## src/rtl/riscv_pkg.sv

```systemverilog
// -----------------------------------------------------------------------------
// riscv_pkg
// Shared definitions for the integer pipeline hazard logic.
//   reg_addr_t       : architectural register index (x0..x31)
//   FWD_SEL_REGFILE  : forward-select code meaning "read the register file"
// Widths that depend on pipeline parameters stay local to their modules.
// -----------------------------------------------------------------------------
package riscv_pkg;

    localparam int NUM_ARCH_REGS   = 32;
    localparam int REG_ADDR_W      = 5;
    localparam int FWD_SEL_REGFILE = 0;

    typedef logic [REG_ADDR_W-1:0] reg_addr_t;

endpackage

```

## src/rtl/fwd_priority_sel.sv

```systemverilog
// -----------------------------------------------------------------------------
// fwd_priority_sel
// Picks the forwarding source for one operand. The youngest stage holding a
// write to the operand's register wins. x0 always reads the register file,
// because x0 is hard-wired to zero and must never pick up a stale stage value.
// Ports:
//   rs        in  : operand register address
//   fwd_valid in  : per stage, stage holds a register write
//   fwd_rd    in  : per stage, destination register held
//   sel       out : FWD_SEL_REGFILE, or k+1 for stage k
// -----------------------------------------------------------------------------
module fwd_priority_sel
    import riscv_pkg::*;
#(
    parameter int NUM_FWD = 2,
    parameter int SEL_W   = $clog2(NUM_FWD + 1)
) (
    input  reg_addr_t                   rs,
    input  logic      [NUM_FWD-1:0]     fwd_valid,
    input  reg_addr_t [NUM_FWD-1:0]     fwd_rd,
    output logic      [SEL_W-1:0]       sel
);

    // Scan oldest to youngest so the youngest match overwrites older ones.
    always_comb begin
        sel = SEL_W'(FWD_SEL_REGFILE);
        if (rs != '0) begin
            for (int k = NUM_FWD - 1; k >= 0; k--) begin
                if (fwd_valid[k] && (fwd_rd[k] == rs)) begin
                    sel = SEL_W'(k + 1);
                end
            end
        end
    end

endmodule

```

## src/rtl/forward_scoreboard.sv

```systemverilog
// -----------------------------------------------------------------------------
// forward_scoreboard
// Register scoreboard for the ID/EX issue point. Each register x1..x31 owns a
// down-counter holding the number of cycles until its pending result becomes
// forwardable. A source with a count above 1 is a RAW hazard; a count of 1
// means the value is in a forwarding stage this cycle and is bypassed instead.
// A destination whose pending write would retire after the new one is a WAW
// hazard (out-of-order completion) and also stalls.
// Ports:
//   clk, rst_n       : clock, synchronous active-low reset
//   issue_valid      : instruction presented for issue
//   issue_rs         : per source operand register
//   issue_rd         : destination register
//   issue_reg_write  : instruction writes issue_rd
//   issue_lat        : cycles until forwardable (0 = next cycle), clamped
//   fwd_valid/fwd_rd : per forwarding stage write information (0 = youngest)
//   flush            : discard all pending writes
//   stall            : issue held this cycle (combinational)
//   fwd_sel          : per source, 0 = register file, k+1 = stage k
//   busy             : per-register pending flag (bit 0 always 0)
//   stall_cycles     : saturating count of stalled cycles
// -----------------------------------------------------------------------------
module forward_scoreboard
    import riscv_pkg::*;
#(
    parameter int NUM_SRC = 2,
    parameter int NUM_FWD = 2,
    parameter int MAX_LAT = 8,
    parameter int LAT_W   = $clog2(MAX_LAT + 1),
    parameter int SEL_W   = $clog2(NUM_FWD + 1)
) (
    input  logic                              clk,
    input  logic                              rst_n,
    input  logic                              issue_valid,
    input  reg_addr_t [NUM_SRC-1:0]           issue_rs,
    input  reg_addr_t                         issue_rd,
    input  logic                              issue_reg_write,
    input  logic      [LAT_W-1:0]             issue_lat,
    input  logic      [NUM_FWD-1:0]           fwd_valid,
    input  reg_addr_t [NUM_FWD-1:0]           fwd_rd,
    input  logic                              flush,
    output logic                              stall,
    output logic      [NUM_SRC-1:0][SEL_W-1:0] fwd_sel,
    output logic      [31:0]                  busy,
    output logic      [31:0]                  stall_cycles
);

    // Counters must hold MAX_LAT+1, which can need one bit more than LAT_W
    // when MAX_LAT+1 is a power of two.
    localparam int CNT_W = $clog2(MAX_LAT + 2);

    logic [CNT_W-1:0] cnt_q [NUM_ARCH_REGS];
    logic [CNT_W-1:0] cnt_d [NUM_ARCH_REGS];
    logic [31:0]      stall_cycles_q;
    logic [31:0]      stall_cycles_d;

    logic [LAT_W-1:0] lat_clamped;
    logic [CNT_W-1:0] set_val;
    logic             raw_hit;
    logic             waw_hit;
    logic             stall_int;
    logic             issue_accept;
    logic             do_write;

    logic [NUM_SRC-1:0][SEL_W-1:0] sel_raw;

    always_comb begin
        lat_clamped = (issue_lat > LAT_W'(MAX_LAT)) ? LAT_W'(MAX_LAT) : issue_lat;
        set_val     = CNT_W'(lat_clamped) + CNT_W'(1);
    end

    // Hazard detection. A count of exactly 1 is covered by forwarding, so only
    // counts above 1 block a source. For WAW, the new write completes after
    // set_val cycles; an older write finishing later would clobber it.
    always_comb begin
        raw_hit = 1'b0;
        for (int i = 0; i < NUM_SRC; i++) begin
            if ((issue_rs[i] != '0) && (cnt_q[issue_rs[i]] > CNT_W'(1))) begin
                raw_hit = 1'b1;
            end
        end
        waw_hit = issue_reg_write && (issue_rd != '0) && (cnt_q[issue_rd] > set_val);
    end

    // Flush and reset both suppress the stall so the front end is never held
    // by writes that are being discarded.
    assign stall_int    = rst_n && issue_valid && !flush && (raw_hit || waw_hit);
    assign issue_accept = rst_n && issue_valid && !flush && !stall_int;
    assign do_write     = issue_accept && issue_reg_write && (issue_rd != '0);

    // Counter next-state: x0 stays zero, flush clears, a new issue overrides
    // the decrement of the same register.
    always_comb begin
        for (int r = 0; r < NUM_ARCH_REGS; r++) begin
            cnt_d[r] = '0;
            if ((r != 0) && !flush) begin
                if (do_write && (issue_rd == REG_ADDR_W'(r))) begin
                    cnt_d[r] = set_val;
                end else if (cnt_q[r] != '0) begin
                    cnt_d[r] = cnt_q[r] - CNT_W'(1);
                end
            end
        end
    end

    assign stall_cycles_d = (stall_int && (stall_cycles_q != '1)) ?
                            stall_cycles_q + 32'd1 : stall_cycles_q;

    always_ff @(posedge clk) begin
        if (!rst_n) begin
            for (int r = 0; r < NUM_ARCH_REGS; r++) begin
                cnt_q[r] <= '0;
            end
            stall_cycles_q <= '0;
        end else begin
            for (int r = 0; r < NUM_ARCH_REGS; r++) begin
                cnt_q[r] <= cnt_d[r];
            end
            stall_cycles_q <= stall_cycles_d;
        end
    end

    always_comb begin
        busy = '0;
        for (int r = 1; r < NUM_ARCH_REGS; r++) begin
            busy[r] = (cnt_q[r] != '0);
        end
    end

    genvar gi;
    generate
        for (gi = 0; gi < NUM_SRC; gi++) begin : g_src_sel
            fwd_priority_sel #(
                .NUM_FWD (NUM_FWD),
                .SEL_W   (SEL_W)
            ) u_sel (
                .rs        (issue_rs[gi]),
                .fwd_valid (fwd_valid),
                .fwd_rd    (fwd_rd),
                .sel       (sel_raw[gi])
            );
        end
    endgenerate

    assign fwd_sel      = rst_n ? sel_raw : '0;
    assign stall        = stall_int;
    assign stall_cycles = stall_cycles_q;

endmodule

```

## config.mk

```make
export PLATFORM = sky130hd
export DESIGN_NAME = forward_scoreboard
export DESIGN_NICKNAME = d
export VERILOG_FILES = /design/src/rtl/riscv_pkg.sv /design/src/rtl/fwd_priority_sel.sv /design/src/rtl/forward_scoreboard.sv
export SDC_FILE = /design/constraint.sdc
export NUM_CORES = 1
export LEC_CHECK = 0
export ABC_AREA = 1
export BUFFER_PORTS_ARGS = -buffer_cell sky130_fd_sc_hd__buf_2
export CAP_MARGIN = 10
export CORE_UTILIZATION = 55
export DETAILED_ROUTE_END_ITERATION = 12
export GPL_TIMING_DRIVEN = 0
export PLACE_DENSITY = 0.8
export SLEW_MARGIN = 0
export SYNTH_ARGS = -nofsm -noshare
export SYNTH_HDL_FRONTEND = slang
export SYNTH_SLANG_ARGS = --single-unit
```

## constraint.sdc

```tcl
create_clock -name clk -period 7.7 [get_ports clk]
set_input_delay 2.31 -clock clk [delete_from_list [all_inputs] [get_ports clk]]
set_output_delay 2.31 -clock clk [all_outputs]
set_load 0.1 [all_outputs]
```

Word level (Yosys, flattened, before mapping)
Memories as Yosys holds them, arrays and structs flattened.
Cells that the tools add are included.
{"block": "word_totals", "regBits": 32, "wordCells": 327, "n_memories": 1, "ram_bits": 128}
{"block": "classes", "muxes": 137, "n_eq_ne": 36, "n_reduce_logical": 83, "addsub": 33, "bitwise": 32, "order_cmp": 4}
{"name": "cnt_q", "words": 32, "width": 4, "rd": 34, "rd_clocked_by_memory_dff": 0, "write_ports": 32, "line_no": "forward_scoreboard.sv:52", "source": "logic [CNT_W-1:0] cnt_q [NUM_ARCH_REGS];"}
{"operator": "$mux 4", "count": 127}
{"operator": "$reduce_bool 4->1", "count": 31}
{"operator": "$sub 4x1->4 const B", "count": 31}
{"operator": "$eq 5x5->1 const B", "count": 16}
{"operator": "$logic_and 1x1->1", "count": 46}
{"operator": "$eq 5x4->1 const B", "count": 8}
{"operator": "$add 32x1->32 const B", "count": 1}
{"operator": "$ne 32x32->1 const B", "count": 1}
{"operator": "$or 1x1->1", "count": 32}
{"operator": "$eq 5x3->1 const B", "count": 4}
{"operator": "$eq 5x5->1", "count": 4}
{"operator": "$reduce_bool 5->1", "count": 3}
{"operator": "$mux 2", "count": 6}
{"operator": "$eq 5x2->1 const B", "count": 2}
{"operator": "$gt 4x1->1 const B", "count": 2}
{"operator": "$eq 5x1->1 const B", "count": 1}
{"operator": "$add 4x1->4 const B", "count": 1}
{"operator": "$gt 4x4->1", "count": 1}
{"operator": "$gt 4x4->1 const B", "count": 1}
{"operator": "$mux 1", "count": 4}
{"operator": "$logic_not 1->1", "count": 2}
{"operator": "$logic_or 1x1->1", "count": 1}

Depth between registers and ports, before layout
Gate-level depths: netlist (run 1).
{"block": "logic_depth", "ltp_word": 15, "depth_mapped": 22, "mapped_depth_nobuf": 20}

Modules after synthesis
A second synthesis (run 1) with hierarchy kept.
{"block": "hier_totals", "cells_unflattened": 2027, "hier_area_um2": 11238.3}
{"mod": "forward_scoreboard", "cells_per_inst": 1917, "area_each_um2": 10772.8, "n_inst": 1}
{"mod": "fwd_priority_sel", "cells_per_inst": 55, "area_each_um2": 232.7, "n_inst": 2}

Worst setup path after synthesis (run 1)
OpenSTA, ideal clock, no wires.
{"block": "synth_path", "path_type": "input to output", "start": "in issue_rd[0]", "end": "out stall", "t_required_ns": 5.390, "n_path_buf": 2, "path_stages": 19, "arrival_time_ns": 4.868, "slack_ns": 0.522, "cell_sequence": "inv_1 nor2_1 inv_1 buf_1 o22ai_1 o21ai_0 nand2_1 a221oi_1 o21ai_0 ha_1 inv_1 nor2_1 o211ai_1 a21oi_1 nand2_1 nand3_1 nand2_1 inv_2 buf_2"}
{"block": "synth_via", "elab_chain_len": 5, "elab_cells_between_ends": 7}
{"item": "from (decl)", "line_no": "forward_scoreboard.sv:36", "source": "input reg_addr_t issue_rd,"}
{"item": "$mem_v2 32x4 or $reduce_bool 5->1 (tied branches)"}
{"item": "$gt 4x4->1 or $logic_and 1x1->1 (tied branches)", "line_no": "forward_scoreboard.sv:82", "source": "waw_hit = issue_reg_write && (issue_rd != '0) && (cnt_q[issue_rd] > set_val);"}
{"item": "$logic_and 1x1->1 *", "line_no": "forward_scoreboard.sv:82"}
{"item": "$logic_or 1x1->1 *", "line_no": "forward_scoreboard.sv:87", "source": "assign stall_int = rst_n && issue_valid && !flush && (raw_hit || waw_hit);"}
{"item": "$logic_and 1x1->1 *", "line_no": "forward_scoreboard.sv:87"}
{"item": "to (decl)", "line_no": "forward_scoreboard.sv:42", "source": "output logic stall,"}
Mark *: on every way between the ends. The rest lies on a longest branch, timed or not.

Final worst setup path (run 1)
{"block": "layout_path", "start": "in issue_rd[2]", "end": "out stall"}
The elaborated chain is that of the path after synthesis.

==> flow_summary.toml, run 1 <==
[yosys]
syn_nets = 2058
synth_seq_area_share_pct = 26.2
netlist_instances = 2017
synth_area_sq_um = 11900
avgSynthCellArea_sq_um = 5.91
yosysWarnings = 0
yosys_register_bits = 156
synthDistinctLibCells = 44

[clocking]
clock_latency_ps = 440
numCtsBuffers = 17
path_clk_slew_ps = 70
postCtsHoldBufs = 0
htreeDepth = 4
cts_tree = "done"
cts_max_path_buffers = 2
root_buffer = "clkbuf_16"
clkSinkCount = 156

[floorplanning]
io_pins = 105
rows = 53
die_h_um = 149
initial_core_util_pct = 56.4
dieArea_sq_um = 22300
core_sq_um = 21200
dieWidth_um = 149

[grt]
grt_pass1_vias = 12700
grt_pass1_wl_um = 70900
grt.overflow.total = 0
track_usage_pct = 42.3
antenna_found_initial = 0
grt_max_degree = 20

[setup_path]
cp_top_family = "simple AND/OR/NAND/NOR gates"
cpPeakStageDelay_ps = 660
rr_startpoint = "cnt_q[30][1]$_SDFF_PP0_"
critPathLaunchType = "input port"
end_kind = "output port"
critPathLaunch = "issue_rd[2]"
path_common_cell = "nand2_1"
r2r_slack_ps = 4260
crit_required_ps = 5390
path_class = "input port to output port"
worstPathArrival_ps = 5290
crit_fanout = 10
slowest_stage = "nor2_1"
crit_buf_inv = 5
cp_cell_sequence = "buf_2, inv_1, nor2_1, o21ai_0, o2111ai_1, nand2_1, o21ai_0, ha_1, inv_1, nor2_1, o211ai_1, a21oi_1, nand2_1, nand3_1, nand2_1, clkinv_4, buf_8"

[place]
place_congestion = 1.04
place_area_sq_um = 12800
port_buffers = 97
placed_cells = 2389
dp_hpwl_um = 35600

[power_and_ir_drop]
cellPowerDensity_nw_per_um2 = 148
ir_worst_vdd_mv = 0.135
p_leak_nw = 6.53

[cells_and_area]
layout.cells.non_filler = 2427
fin_util_pct = 64.0
drive_gt1_share_pct = 11.7
syn2layout_area_growth_pct = 13.6
fin_area_sq_um = 13500
antenna_cells = 0
fillers = 2049
layout.nets = 2181

[sta]
slew_headroom_pct = 5.77
fmax_mhz = 132
drv_slew = 0
fin_crit_ps = 7600
fin_setup_tns_ps = 0
finalSetupViolCount = 0
final.period_utilization_pct = 98.7
fin_skew_ps = 10.1
tightest_slew_ps = 1410
finalHoldViolCount = 0

[outcome]
status = "finished clean"

[routing]
drt_wl_total_um = 47100
antenna_left = 0
first_pass_iters = 6
drtIter0Drc = 1607
vias = 14300
vias_per_cell = 5.89
drc_errors = 0
routedWlPerCell_um = 19.4

[worst_hold_path]
min_path_type = "flop to flop"
min_from = "stall_cycles[31]$_SDFFE_PN0P_"

[job]
maxCapViolations = 0
==> kinds of logic after synthesis <==
family,synth area share [%]
flops,26.2
simple gates,48.1
buf+inv,12.4
other cells,0.0314
compound gates,10.1
fa+ha+maj,0.525
xor+xnor,2.72
==> metal layers <==
layer | track usage, % | part of all wire (%) | vias to the layer above
li1 | - | - | 6736
met1 | 54.8 | 39 | 6429
met2 | 65.0 | 43 | 947
met3 | 8.96 | 12 | 189
met4 | 23.5 | 5.6 | 0
met5 | 0 | 0 | -
==> power by group <==
part,switching [W],leakage (nW),internal [W]
registers,0.000000557,1.26,0.000807
logic,0.000221,4.98,0.0000734
clock network,0.000383,0.290,0.000513
total,0.000605,6.53,0.00139
==> cells in the final DEF, fill, tap and decap left out, types with 3 or more instances in the layout <==
cell       instances
dfxtp_1          156
o2111ai_1          3
nand4_4           30
o221ai_1           7
nor4_1            12
clkinv_2           3
a221oi_1           4
o21ai_1            3
clkbuf_4           4
a21oi_1           75
nor2_4             3
nand3_1          106
inv_6              3
a211oi_1           4
nor3_1            44
nor2_1           374
a22oi_1            6
clkinv_4           4
clkbuf_2           3
inv_1            251
o211ai_1           4
xor2_1            29
o21ai_0           33
clkbuf_16         17
ha_1               5
nand2_2            6
nand4_1           80
buf_6              7
clkbuf_1          31
o22ai_1           48
inv_2              7
bufinv_16          3
buf_2            124
xnor2_1            7
buf_12             3
a31oi_1            3
nand2_1          605
a21boi_0           4
buf_4             19
==> cells in the mapped netlist (all sizes together) <==
library cell | n | area, sq um
inv | 261 | 987
clkbuf | 41 | 154
or4 | 1 | 7.51
xnor2 | 8 | 70.1
nand4 | 110 | 1140
conb | 1 | 3.75
nand2 | 612 | 2310
a211oi | 5 | 37.5
o22ai | 48 | 300
nor3 | 44 | 220
nor4 | 12 | 75.1
o2111ai | 3 | 26.3
a31oi | 3 | 18.8
a221oi | 6 | 52.6
nor2 | 380 | 1460
a21boi | 4 | 30.0
o211ai | 4 | 30.0
buf | 48 | 330
o21ai | 36 | 180
nand3 | 106 | 531
a22oi | 6 | 45.0
dfxtp | 156 | 3120
ha | 5 | 62.6
a2111oi | 2 | 17.5
xor2 | 29 | 254
o221ai | 7 | 61.3
a21oi | 76 | 384
clkinv | 1 | 3.75
o21a | 2 | 15.0
==> per-stage QoR <==
| stage | power [W] | hold WS [ps] | worst slack [ps] |
|---|---|---|---|
| after floorplan | 0.00100 | 513 | 522 |
| after global placement | 0.00109 | 474 | -893 |
| after detailed placement | 0.00110 | 480 | -878 |
| after CTS | 0.00198 | 492 | 39.3 |
| after global routing | 0.00203 | 525 | -30.8 |
| final | 0.00200 | 483 | 101 |
==> worst reg2reg max path, cell delays in order, from the launching register on <==
cell,delay [ps]
dfxtp_1,320
inv_1,170
o22ai_1,120
o21ai_0,280
nand2_1,120
a221oi_2,230
o21ai_0,120
ha_1,340
inv_1,60
nor2_1,30
o211ai_1,150
a21oi_1,80
nand2_1,140
nand3_1,130
nor2_2,340
buf_2,310
nand4_1,230
nand2_1,120
nor2_1,40
==> timing repair <==
| action | 4_1_cts | 5_1_grt |
|---|---|---|
| endpoints found under the setup margin | 1 | 1 |
| buffers inserted | 0 | 10 |
| pin swaps | 0 | 4 |
| resized for setup | 35 | 20 |
==> sequential cells by signal, indices dropped and copies added, names as in the netlist <==
name	count
stall_cycles	32
cnt_q	124
==> area by class of cell <==
cell class / instances / area, sq um / area share, %
Clock buffer: 19 / 433 / 3.20
Clock inverter: 12 / 163 / 1.20
Tap cell: 275 / 344 / 2.54
Buffer: 86 / 532 / 3.93
Inverter: 262 / 997 / 7.36
Sequential cell: 156 / 3120 / 23.1
Multi-Input combinational cell: 1510 / 7380 / 54.5
Timing Repair Buffer: 107 / 571 / 4.21
==> path summary, 6_finish.rpt <==
kind                                         to  cells past startpoint
hold / removal    stall_cycles[31]$_SDFFE_PN0P_                      2
setup reg to reg        cnt_q[18][3]$_SDFF_PP0_                     18
setup / recovery                          stall                     17
hold reg to reg   stall_cycles[31]$_SDFFE_PN0P_                      2
Note: power is estimated with default switching activity, not from simulation.
==> run 2: changes to the inputs <==
CORE_ASPECT_RATIO = 1.5   (was unset)
==> flow_summary.toml, run 2 (synthesis results as in run 1) <==
[setup_path]
critPathLaunchType = "input port"
path_class = "input port to output port"
rr_startpoint = "cnt_q[24][2]$_SDFF_PP0_"
r2r_slack_ps = 4140
cp_cell_sequence = "buf_2, nor2_1, inv_1, buf_4, o22ai_1, o21ai_1, nand2_2, a211oi_2, o21ai_0, ha_1, a21oi_1, a21oi_1, nand2_2, nand3_1, nand2_2, clkinv_4, buf_12"
crit_required_ps = 5390
reg2reg_depth = 16
r2r_end = "cnt_q[18][0]$_SDFF_PP0_"
cp_top_family = "compound AO/OA/AOI/OAI gates"
crit_buf_inv = 5
worstPathArrival_ps = 5270
slowest_stage = "ha_1"
end_kind = "output port"
crit_fanout = 16
cpPeakStageDelay_ps = 360
path_common_cell = "nand2_2"

[clocking]
path_clk_slew_ps = 70
cts_tree = "done"
numCtsBuffers = 17
htreeDepth = 4
root_buffer = "clkbuf_16"
cts_max_path_buffers = 2
clkSinkCount = 156
clock_latency_ps = 470

[cells_and_area]
final_common_cell = "nand2_1"
fin_util_pct = 64.5
syn2layout_area_growth_pct = 14.3
regArea_sq_um = 3120
fillers = 2045
layout_common_cells = "nand2_1, nor2_1, inv_1"
multi_input_area_sq_um = 7390
top_register = "cnt_q"
largest_reg_flops = 124
layout.nets = 2182
drive_gt1_share_pct = 12.1

[floorplanning]
initial_core_util_pct = 56.4
die_h_um = 182
dieWidth_um = 122
rows = 65
core_sq_um = 21100
dieArea_sq_um = 22300
io_pins = 105

[sta]
fin_crit_ps = 7580
finalHoldViolCount = 0
tightest_slew_ps = 1180
fmax_mhz = 132
hold_ws_ps = 487
slew_headroom_pct = 21.0
drv_slew = 0
final.period_utilization_pct = 98.4
fin_skew_ps = 12.8
finalSetupViolCount = 0

[routing]
antenna_left = 0
first_pass_iters = 6
routedWlPerCell_um = 21.3
drtIter0Drc = 1537
vias = 14400
drc_errors = 0
drt_wl_total_um = 51800
vias_per_cell = 5.95

[grt]
grt.overflow.total = 0
grt_pass1_vias = 13500
antenna_found_initial = 6
track_usage_pct = 47.2
grt_max_degree = 20
grt_pass1_wl_um = 76600

[job]
maxCapViolations = 0

[place]
place_congestion = 1.08
port_buffers = 97
dp_hpwl_um = 39200

[worst_hold_path]
hold_path_end = "stall_cycles[31]$_SDFFE_PN0P_"
holdPathStages = 2
min_from = "stall_cycles[31]$_SDFFE_PN0P_"
min_path_type = "flop to flop"

[outcome]
status = "finished clean"

[power_and_ir_drop]
power_w = 0.00207
p_leak_nw = 6.54
ir_worst_vdd_mv = 0.147
cellPowerDensity_nw_per_um2 = 152
[run 2: worst register-to-register path, stage by stage (launching register included)]
cell	delay [ps]
dfxtp_1	330
inv_1	100
a22oi_1	210
o221ai_1	150
nand2_1	180
o2111ai_1	160
o21ai_0	390
ha_1	330
o211ai_1	90
a21oi_1	110
nand2_2	100
nand3_1	150
nor2_2	400
buf_2	350
nand4_1	230
nand2_1	150
nor2_1	40
[run 2: layout make-up]
type	count	share of cell area [%]
Multi-Input combinational cell	1510	54.2
Clock buffer	17	3.12
Inverter	262	7.32
Timing Repair Buffer	108	4.28
Antenna cell	6	0.110
Sequential cell	156	22.9
Buffer	86	3.98
Tap cell	268	2.46
Clock inverter	15	1.57
[run 2: through the flow]
step / instances / setup slack, ps / area (sq um) / TNS (ps)
floorplan: 2017 / 522 / 11900 / 0
global placement: 2382 / -1060 / 12700 / -1060
detailed placement: 2382 / -1060 / 12700 / -1060
CTS: 2411 / 9.30 / 13500 / 0
global route: 2426 / -13.5 / 13600 / -13.5
finish: 2428 / 124 / 13600 / 0
[run 2: worst max-delay path by stage]
stage          cells past startpoint   startpoint     to
2_1_floorplan                     19  issue_rd[0]  stall
3_5_place_dp                      19  issue_rd[1]  stall
5_1_grt                           18  issue_rd[0]  stall
3_3_place_gp                      19  issue_rd[1]  stall
4_1_cts                           19  issue_rd[0]  stall
6_report                          17  issue_rd[1]  stall
[run 2: metal layers]
metal | wire length (um) | share of wire (%) | GRT usage, %
met4 | 5790 | 11 | 45.6
met5 | 28 | 0.054 | 0
met1 | 16400 | 32 | 45.3
met3 | 5330 | 10 | 14.1
met2 | 24200 | 47 | 78.4
[run 2: what timing repair did]
| item | CTS | global route |
|---|---|---|
| gates resized for setup | 39 | 43 |
| setup endpoints to repair | 1 | 1 |
| hold buffers | 0 | 0 |
| setup buffers | 0 | 10 |
| pin swaps | 0 | 4 |
[run 2: report_power, final]
part | switching [W] | total, W | leakage [nW] | internal (W)
Clock | 0.000405 | 0.000954 | 0.304 | 0.000549
Sequential | 0.000000541 | 0.000807 | 1.26 | 0.000807
Combinational | 0.000229 | 0.000305 | 4.99 | 0.0000760
Total | 0.000635 | 0.00207 | 6.54 | 0.00143
==> run 3: changes to the inputs <==
CORE_UTILIZATION = 50   (was 55)
PLACE_DENSITY = 0.75   (was 0.8)
==> flow_summary.toml, run 3 (synthesis results as in run 1) <==
[outcome]
status = "finished clean"

[job]
maxCapViolations = 0

[power_and_ir_drop]
cellPowerDensity_nw_per_um2 = 146
switchingPower_w = 0.000615
ir_worst_vdd_mv = 0.169
seqPwrFrac_pct = 40.7
combPwrFrac_pct = 15.0
p_sw_share_pct = 31.0
power.internal_w = 0.00137
pwr-share-clk_pct = 44.2
p_leak_nw = 6.50

[grt]
grt.overflow.total = 0
grt_pass1_wl_um = 77700
grt_pass1_vias = 13400
antenna_found_initial = 0
grt_max_degree = 20
track_usage_pct = 43.6

[routing]
drt_wl_total_um = 52700
drtIter0Drc = 1441
antenna_left = 0
vias = 14300
first_pass_iters = 7
drc_errors = 0
vias_per_cell = 5.80
routedWlPerCell_um = 21.4

[sta]
fin_crit_ps = 7620
drv_slew = 0
final.period_utilization_pct = 98.9
finalSetupViolCount = 0
fin_skew_ps = 11.8
finalHoldViolCount = 0
hold_ws_ps = 504
tightest_slew_ps = 1220
slew_headroom_pct = 18.2
fmax_mhz = 131

[clocking]
htreeDepth = 4
numCtsBuffers = 17
path_clk_slew_ps = 70
cts_max_path_buffers = 2
clkSinkCount = 156
clock_latency_ps = 460
root_buffer = "clkbuf_16"
cts_tree = "done"

[cells_and_area]
drive_gt1_share_pct = 11.6
layout_common_cells = "nand2_1, nor2_1, inv_1"
syn2layout_area_growth_pct = 13.8
fin_area_sq_um = 13600
regArea_sq_um = 3120
layout.nets = 2178
final_common_cell = "nand2_1"
top_register = "cnt_q"
fillers = 2424
multi_input_area_sq_um = 7390
largest_reg_flops = 124

[floorplanning]
core_sq_um = 23200
die_h_um = 191
io_pins = 105
initial_core_util_pct = 51.3
dieWidth_um = 128
rows = 68
dieArea_sq_um = 24500

[place]
place_congestion = 1.08
place_area_sq_um = 12800
port_buffers = 97
dp_hpwl_um = 40000

[setup_path]
crit_required_ps = 5390
critPathLaunchType = "input port"
crit_fanout = 16
path_class = "input port to output port"
worstPathArrival_ps = 5310
end_kind = "output port"

[worst_hold_path]
min_path_type = "flop to flop"
run 3: cell types whose count changed in the layout (fill, tap and decap cells not counted), sizes merged:
cell / delta
clkinv: -2
bufinv: -2
clkinvlp: +1
buf: -3
diode: -5
clkbuf: +2
run 3: final cells by class:
type / count / area share [%]
Clock buffer: 20 / 3.29
Tap cell: 315 / 2.90
Multi-Input combinational cell: 1510 / 54.4
Antenna cell: 1 / 0.0184
Inverter: 262 / 7.35
Sequential cell: 156 / 23.0
Timing Repair Buffer: 104 / 4.04
Clock inverter: 12 / 1.02
Buffer: 86 / 3.92
run 3: layer usage:
| metal | vias to the layer above | wire length, um | track usage (%) |
|---|---|---|---|
| met3 | 289 | 4190 | 8.37 |
| met1 | 6418 | 18300 | 45.1 |
| met5 | - | 0 | 0 |
| met2 | 858 | 24700 | 74.1 |
| li1 | 6728 | - | - |
| met4 | 0 | 5420 | 40.3 |
run 3: timing repair:
action	4_1_cts	5_1_grt
hold buffers	0	0
setup endpoints to repair	1	1
pin swaps	0	1
gates resized for setup	36	27
buffers inserted	0	7
run 3: worst paths after layout:
| check | startpoint | endpoint | slack, ps | depth (start not counted) |
|---|---|---|---|---|
| worst min register to register | stall_cycles[31]$_SDFFE_PN0P_ | stall_cycles[31]$_SDFFE_PN0P_ | 500 | 2 |
| worst min-delay path | stall_cycles[31]$_SDFFE_PN0P_ | stall_cycles[31]$_SDFFE_PN0P_ | 500 | 2 |
| worst max register to register | cnt_q[16][1]$_SDFF_PP0_ | cnt_q[18][0]$_SDFF_PP0_ | 4300 | 16 |
| worst max-delay path | issue_rd[2] | stall | 80 | 14 |
run 3: power by group through the flow:
stage,combinational [W],clock (W),sequential [W]
after floorplan,0.000172,0,0.000828
after global placement,0.000276,0,0.000826
after detailed placement,0.000277,0,0.000826
after CTS,0.000281,0.000879,0.000808
after global routing,0.000308,0.000915,0.000807
final,0.000299,0.000878,0.000808
run 3: worst max-delay path: stages:
cell	delay, ps
buf_2	120
inv_1	40
nor2_1	690
o21ai_0	420
o2111ai_1	250
o21ai_0	110
ha_1	330
o211ai_1	80
a21oi_1	130
nand2_1	130
nand3_1	140
nand2_1	130
clkinv_4	170
buf_8	220
run 3: stage by stage:
stage,instances,total power (W),setup WS (ps),utilization (%),TNS (ps)
2_1_floorplan,2017,0.00100,522,-,0
3_3_place_gp,2429,0.00110,-1030,55.1,-1030
3_5_place_dp,2429,0.00110,-1050,55.1,-1050
4_1_cts,2458,0.00197,17.3,58.0,0
5_1_grt,2465,0.00203,-5.56,58.4,-5.56
6_report,2466,0.00198,81.9,58.4,0
